## src/rtl/proc_ctrl_pkg.sv

```systemverilog
// Shared definitions for the multi-cycle processor control unit:
// opcodes, FSM state encoding and bus-source select bit positions.
package proc_ctrl_pkg;

    localparam logic [2:0] OP_MV   = 3'b000;
    localparam logic [2:0] OP_MVI  = 3'b001;
    localparam logic [2:0] OP_ADD  = 3'b010;
    localparam logic [2:0] OP_SUB  = 3'b011;
    localparam logic [2:0] OP_LD   = 3'b100;
    localparam logic [2:0] OP_ST   = 3'b101;
    localparam logic [2:0] OP_MVNZ = 3'b110;
    localparam logic [2:0] OP_NOP  = 3'b111;

    typedef enum logic [2:0] {
        IDLE,
        F_ADDR,
        F_WAIT,
        F_IR,
        T1,
        T2,
        T3
    } state_t;

    localparam int SEL_MEM = 0;
    localparam int SEL_G   = 1;
    localparam int SEL_R0  = 2;
    localparam int SEL_R7  = 9;
    localparam int SEL_DIN = 10;

    function automatic logic is_alu(input logic [2:0] op);
        return (op == OP_ADD) || (op == OP_SUB);
    endfunction

endpackage

```

## src/rtl/proc_ctrl_fsm_dec3to8.sv

```systemverilog
// 3-bit register index to 8-bit one-hot decoder.
module dec3to8 (
    input  logic [2:0] idx,
    output logic [7:0] onehot
);

    always_comb begin
        onehot      = '0;
        onehot[idx] = 1'b1;
    end

endmodule

```

## src/rtl/proc_ctrl_fsm.sv

```systemverilog
// Multi-cycle fetch/execute control unit for the 16-bit bus processor.
// Define PROC_CTRL_MVNZ_EN to execute opcode 110 as mvnz; otherwise it is a nop.
module proc_ctrl_fsm
    import proc_ctrl_pkg::*;
(
    input  logic        clock,
    input  logic        reset,
    input  logic        run,
    input  logic [15:0] din,
    input  logic        mem_ready,
    input  logic        g_nz,
    output logic [10:0] bus_sel,
    output logic [7:0]  r_in,
    output logic        a_in,
    output logic        g_in,
    output logic        alu_sub,
    output logic        addr_in,
    output logic        dout_in,
    output logic        w_d,
    output logic        pc_inc,
    output logic        done
);

`ifdef PROC_CTRL_MVNZ_EN
    localparam logic MVNZ_EN = 1'b1;
`else
    localparam logic MVNZ_EN = 1'b0;
`endif

    state_t     state;
    logic [8:0] ir;
    logic [2:0] op;
    logic [2:0] sel_idx;
    logic       sel_use_x;
    logic       use_reg;
    logic [7:0] dec_x;
    logic [7:0] dec_sel;
    logic       unused_bits;

    assign op          = ir[8:6];
    assign unused_bits = ^{din[15:9], g_nz};

    // Only the first operand read of add/sub and the store data phase source R[X].
    assign sel_use_x = ((state == T1) && is_alu(op)) || ((state == T2) && (op == OP_ST));
    assign sel_idx   = sel_use_x ? ir[5:3] : ir[2:0];

    dec3to8 u_dec_x (
        .idx    (ir[5:3]),
        .onehot (dec_x)
    );

    dec3to8 u_dec_sel (
        .idx    (sel_idx),
        .onehot (dec_sel)
    );

    always_ff @(posedge clock or posedge reset) begin
        if (reset) begin
            state <= IDLE;
            ir    <= '0;
        end else begin
            case (state)
                IDLE:   if (run) state <= F_ADDR;
                F_ADDR: state <= F_WAIT;
                F_WAIT: if (mem_ready) state <= F_IR;
                F_IR: begin
                    ir    <= din[8:0];
                    state <= T1;
                end
                T1: begin
                    if (done) state <= run ? F_ADDR : IDLE;
                    else      state <= T2;
                end
                T2: begin
                    if (done)                          state <= run ? F_ADDR : IDLE;
                    else if (is_alu(op) || mem_ready)  state <= T3;
                end
                T3:      state <= run ? F_ADDR : IDLE;
                default: state <= IDLE;
            endcase
        end
    end

    always_comb begin
        bus_sel          = '0;
        r_in             = '0;
        a_in             = 1'b0;
        g_in             = 1'b0;
        alu_sub          = 1'b0;
        addr_in          = 1'b0;
        dout_in          = 1'b0;
        w_d              = 1'b0;
        pc_inc           = 1'b0;
        done             = 1'b0;
        use_reg          = 1'b0;
        // din is a bus source for the datapath but this sequence never selects it
        bus_sel[SEL_DIN] = 1'b0;

        case (state)
            F_ADDR: begin
                bus_sel[SEL_R7] = 1'b1;
                addr_in         = 1'b1;
                pc_inc          = 1'b1;
            end
            T1: begin
                case (op)
                    OP_MV: begin
                        use_reg = 1'b1;
                        r_in    = dec_x;
                        done    = 1'b1;
                    end
                    OP_MVI: begin
                        bus_sel[SEL_R7] = 1'b1;
                        addr_in         = 1'b1;
                        pc_inc          = 1'b1;
                    end
                    OP_ADD, OP_SUB: begin
                        use_reg = 1'b1;
                        a_in    = 1'b1;
                    end
                    OP_LD, OP_ST: begin
                        use_reg = 1'b1;
                        addr_in = 1'b1;
                    end
                    OP_MVNZ: begin
                        done = 1'b1;
                        if (MVNZ_EN && g_nz) begin
                            use_reg = 1'b1;
                            r_in    = dec_x;
                        end
                    end
                    OP_NOP:  done = 1'b1;
                    default: done = 1'b1;
                endcase
            end
            T2: begin
                if (is_alu(op)) begin
                    use_reg = 1'b1;
                    g_in    = 1'b1;
                    alu_sub = op[0];
                end else if (op == OP_ST) begin
                    use_reg = 1'b1;
                    dout_in = 1'b1;
                    w_d     = 1'b1;
                    done    = mem_ready;
                end
            end
            T3: begin
                if (is_alu(op)) bus_sel[SEL_G]   = 1'b1;
                else            bus_sel[SEL_MEM] = 1'b1;
                r_in = dec_x;
                done = 1'b1;
            end
            default: ;
        endcase

        if (use_reg) bus_sel[SEL_R0 +: 8] = dec_sel;
    end

endmodule

```

## config.mk

```make
export PLATFORM = sky130hd
export DESIGN_NAME = proc_ctrl_fsm
export DESIGN_NICKNAME = d
export VERILOG_FILES = /design/src/rtl/proc_ctrl_pkg.sv /design/src/rtl/proc_ctrl_fsm_dec3to8.sv /design/src/rtl/proc_ctrl_fsm.sv
export SDC_FILE = /design/constraint.sdc
export NUM_CORES = 1
export LEC_CHECK = 0
export CAP_MARGIN = 20
export CORE_MARGIN = 2
export CORE_UTILIZATION = 36
export DETAILED_ROUTE_END_ITERATION = 12
export PLACE_DENSITY = 0.75
export SYNTH_ARGS = -nofsm -noshare
export SYNTH_HDL_FRONTEND = slang
export SYNTH_SLANG_ARGS = --single-unit
export TNS_END_PERCENT = 10
```

## constraint.sdc

```tcl
create_clock -name clock -period 1.99 [get_ports clock]
set_input_delay 0.597 -clock clock [delete_from_list [all_inputs] [get_ports clock]]
set_output_delay 0.597 -clock clock [all_outputs]
set_load 0.01 [all_outputs]
```

After elaboration in Yosys (flattened, before gate mapping)
Index checks and enable logic that the tools add are counted.
{ "op_classes": {"order_cmp": 4, "n_eq_ne": 16, "muxes": 37, "reduce_logical": 14} }
{ "op_table": {"columns": ["cell", "count"], "rows": [
  ["$eq 3x3->1 const B", 7],
  ["$pmux 3 s7", 1],
  ["$mux 1", 20],
  ["$mux 3", 6],
  ["$mux 8", 2],
  ["$pmux 8 s2", 1],
  ["$eq 3x2->1 const B", 4],
  ["$lt 3x4->1 const B", 2],
  ["$demux 1 s3", 2],
  ["$eq 3x1->1 const B", 2],
  ["$ge 3x1->1 const B", 2],
  ["$logic_not 3->1", 2],
  ["$pmux 1 s2", 3],
  ["$reduce_or 3->1", 2],
  ["$reduce_or 5->1", 1],
  ["$logic_and 1x1->1", 4],
  ["$ne 2x2->1 const B", 2],
  ["$logic_or 1x1->1", 3],
  ["$ne 3x2->1 const B", 1],
  ["$pmux 1 s3", 1],
  ["$reduce_and 3->1", 1],
  ["$mux 2", 1],
  ["$reduce_or 2->1", 1]
]} }
{ "word_totals": {"ff_bits": 12, "input_bits": 21, "out_inout_bits": 27, "elab_cells": 73} }

Logic depth before layout (Yosys ltp)
{ "logic_depth": {"depth_word": 10, "ltp_mapped": 5, "depth_no_buf": 4} }

Cells and area by module
Synthesis repeated with hierarchy kept, for this count alone.
{ "unflattened": {"hier_cells": 113, "area_unflattened_um2": 1012.2} }
{ "modules_own_cells": {"columns": ["module", "n_inst", "cells_each", "area_per_inst_um2", "seq_area_each_um2"], "rows": [
  ["proc_ctrl_fsm", 1, 97, 882.1, 300.3],
  ["dec3to8", 2, 8, 65.1, 0.0]
]} }

Least setup slack after synthesis
Ideal clock, no wire load.
{ "synth_path": {"path_type": "flip-flop to output port", "start": "register state[0]", "end": "output port bus_sel[9]", "arrival_ns": 1.521, "t_required_ns": 1.393, "slack_ns": -0.128, "path_stages_with_launch": 6, "n_path_buf": 1, "path_cell_list": "dfrtp_1 -> buf_4 -> and4b_1 -> o21ai_2 -> mux2_4 -> o21bai_1"} }
{ "synth_between": {"elab_chain_len": 9, "elab_cells_between_ends": 15, "cone_classes": "2 x order compare; 3 x eq/ne; 6 x mux; 4 x reduce/logical"} }
{ "synth_rtl": {"columns": ["element", "line_no", "source"], "rows": [
  ["start, declared", "proc_ctrl_fsm.sv:30", "state_t state;"],
  ["start signal, assigned", "proc_ctrl_fsm.sv:71", "if (done) state <= run ? F_ADDR : IDLE;"],
  ["start signal, assigned", "proc_ctrl_fsm.sv:75", "if (done) state <= run ? F_ADDR : IDLE;"],
  ["start signal, assigned", "proc_ctrl_fsm.sv:78", "T3: state <= run ? F_ADDR : IDLE;"],
  ["$eq 3x3->1", "proc_ctrl_fsm.sv:44, proc_ctrl_fsm.sv:99", null],
  ["$logic_and 1x1->1", "proc_ctrl_fsm.sv:44", "assign sel_use_x = ((state == T1) && is_alu(op)) || ((state == T2) && (op == OP_ST));"],
  ["$logic_or 1x1->1", "proc_ctrl_fsm.sv:44", null],
  ["$mux 3", "proc_ctrl_fsm.sv:45", "assign sel_idx = sel_use_x ? ir[5:3] : ir[2:0];"],
  ["$lt 3x4->1 (implied by the code) / $ge 3x1->1 (equally long branches)", "proc_ctrl_fsm_dec3to8.sv:9", "onehot[idx] = 1'b1;"],
  ["$logic_and 1x1->1 (implied by the code)", "proc_ctrl_fsm_dec3to8.sv:9", null],
  ["$mux 1 (implied by the code)", "proc_ctrl_fsm_dec3to8.sv:9", null],
  ["$demux 1 s3", null, null],
  ["$mux 8 (*)", "proc_ctrl_fsm.sv:157", "if (use_reg) bus_sel[SEL_R0 +: 8] = dec_sel;"],
  ["end, declared", "proc_ctrl_fsm.sv:12", "output logic [10:0] bus_sel,"]
]} }
Mark *: on every way between the ends. The rest lies on a longest branch, timed or not.

Worst setup path in the final report
Ends and elaborated chain as after synthesis.

==> results.txt <==
Outcome: finished with violations
Violations in the final reports: setup timing
Max VDD drop: 0.921 mV
CP max FO: 5
Crit end category: output pin
Detailed router's first-iteration violation count: 17
Net Sw Power: 0.968 mW
Clk sink count: 12
CTS tree: done
Yosys top cell by area: dfrtp_1
Finish-stage setup viols: 23
Post-synth cell types: 40
Largest net degree at the start of global routing: 13
Metal3 WL: 155 um
Worst setup margin: -474 ps
Die Y-Extent: 56.4 um
Hold Crit Class: reg2reg
Residual DRC: 0
Wire per inst: 13.7 um
Initial DRT Pass Iterations: 4
Worst-case clock buffer depth: 2
Setup TNS: -6080 ps
Antenna cell count: 0
EDFF count, synth: 0
Core area: 0.00254 mm2
Top Layer Used: met4
Tot GR Track Use: 19.0%
Fillers: 205
Die X: 56.4 um
I/O pin cnt: 48
Dominant synthesized flop cell: dfrtp_1
Final core utilization: 66.4%
Async SR Flop Fraction: 100%
Layout Area Growth over Synthesis: 71.2%
PwrDens: 1350 mW/mm2
M1 WL: 1240 um
CTS Hold Bufs: 0
Clk pwr share: 6.1%
WL met2: 1470 um
Pwr Total: 2.28 mW
Critical Path RT: 1390 ps
Worst Reg-to-Reg Cells: 5
RSZ-0062 raised after global routing: yes
Cell depth of the worst hold path: 1
Synth top area cells: dfrtp_1, mux2_1, nor2_1
Tcrit/Tclk final: 124%
Switch share: 42.4%
Comb power frac: 71.2%
Pleak: 0.791 nW
Startpoint types: register
Total gr overflow: 0
Gp weighted congestion: 0.789
WL final: 2910 um
Max-cap violations: 0
Yosys top cell area share: 30.4%
DP HPWL: 2020 um
Layout cell share with drive strength beyond 1: 50.0%
Synthesized area: 987 um2
Smallest hold slack: 499 ps
Slew Limit Fails: 0
Number of antenna violations at the first check in global routing: 0
Initial Util: 38.8%
Fmax: 406 MHz
CTS buffer count: 3
Sequential area share after synthesis: 30.4%
Place WS: -566 ps
Syn_nets: 137
Clk_lat worst skew: 260 ps
Num rows: 18
DR vias: 1109
Clk pin slew, worst setup/hold paths: 70 ps
Setup Skew: 1.20 ps
Synth Warn #: 0
Detail Route Antenna Nets: 0
Seq pwr share: 22.7%
Die Footprint: 0.00318 mm2
Seq cells post-synth: 12
Fin nets: 205
H-tree depth: 1
Vias in the first global route: 1119
Critical path class: reg2out
Fin. Hold Viols: 0
Clk Tree Root Cell: clkbuf_4
Crit path arrival time: 1870 ps
Internal power: 1.32 mW
First-pass GRT wire length: 4860 um
Tmin final: 2460 ps
Vias/cell: 5.23
Count of input and output buffers: 38
Avg Cell Area, Syn: 8.51 um2
Syn Inst Count: 116
worst max-delay path, cell delays in order, from the launching register on:
cell and delay, ps:
dfrtp_2 450, and4b_2 290, o21ai_4 200, buf_6 130, mux2_4 310, o21bai_4 120, buf_6 110
timing repair:
action | 4_1_cts | 5_1_grt
setup endpoints to repair | 26 | 26
pin swaps | 17 | 4
endpoints found under the hold margin | 0 | 0
resized for setup | 126 | 9
buffers inserted | 6 | 0
registers in the layout (all words and copies together) (netlist names):
name,flops
ir,9
state,3
Yosys cell counts (2+ instances only):
master	instances
and3_1	2
buf_2	2
buf_4	3
nor2b_1	5
nand2b_1	9
inv_1	5
nor3_1	5
a21oi_1	2
mux2_1	11
o21ai_1	2
dfrtp_1	12
o211ai_1	3
nand2_1	7
buf_6	2
nand4_1	2
o21a_1	2
nor2_1	19
cells in the final DEF, fill, tap and decap left out, types with 2 or more instances in the layout:
cell type	n
buf_4	23
buf_2	18
nor2_1	14
buf_6	14
clkdlybuf4s50_1	12
dfrtp_1	11
mux2_1	9
nand2b_1	7
nand2_1	6
inv_1	5
nor2_2	5
o21ai_1	3
o211ai_1	3
nor2b_1	3
mux2_4	3
nor3_1	3
clkbuf_4	3
clkdlybuf4s15_2	3
nand2b_4	2
nor2b_4	2
nand4_1	2
o21a_1	2
path summary, 6_finish.rpt:
kind                          start          to  slack (ps)
max in group asynchronous     reset    state[0]        1030
min in group asynchronous     reset    state[2]         630
max reg2reg                state[2]       ir[5]         330
min reg2reg                   ir[0]       ir[0]         500
min                           ir[0]       ir[0]         500
max                        state[0]  bus_sel[9]        -470
kinds of logic (layout without fill, tap and decap cells):
| logic type | count (synthesis) | after routing | share of synthesized area, % |
|---|---|---|---|
| AND/OR/NAND/NOR | 59 | 59 | 33.1 |
| AO/OA/AOI/OAI | 18 | 18 | 13.2 |
| multiplexers | 13 | 13 | 15.1 |
| buffers and inverters | 13 | 79 | 7.86 |
| other | 1 | 1 | 0.380 |
| flip-flops | 12 | 12 | 30.4 |
layer usage:
metal	global-route usage (%)	vias to the layer above
li1	-	534
met3	2.53	6
met4	10.2	0
met2	31.1	35
met1	24.2	534
met5	0	-
per-stage QoR:
stage	instance area [um2]	instances
5_1_grt	1690	212
3_5_place_dp	1570	203
6_report	1690	212
2_1_floorplan	1020	116
4_1_cts	1680	212
3_3_place_gp	1570	203
power by group through the flow:
stage,clock [mW],sequential [mW],combinational (mW)
2_1_floorplan,0,0.471,0.795
3_3_place_gp,0,0.488,1.31
3_5_place_dp,0,0.502,1.34
4_1_cts,0.150,0.501,1.55
5_1_grt,0.158,0.537,1.76
6_report,0.140,0.518,1.63
cell type report:
type	count	area, um2	share of cell area [%]
clock buffer	3	22.5	1.33
inverter	6	22.5	1.33
sequential	12	302	17.8
timing repair buffer	70	574	34.0
tap	30	37.5	2.22
multi-input combinational	91	732	43.3
No activity file was read; power rests on OpenSTA's default activity.
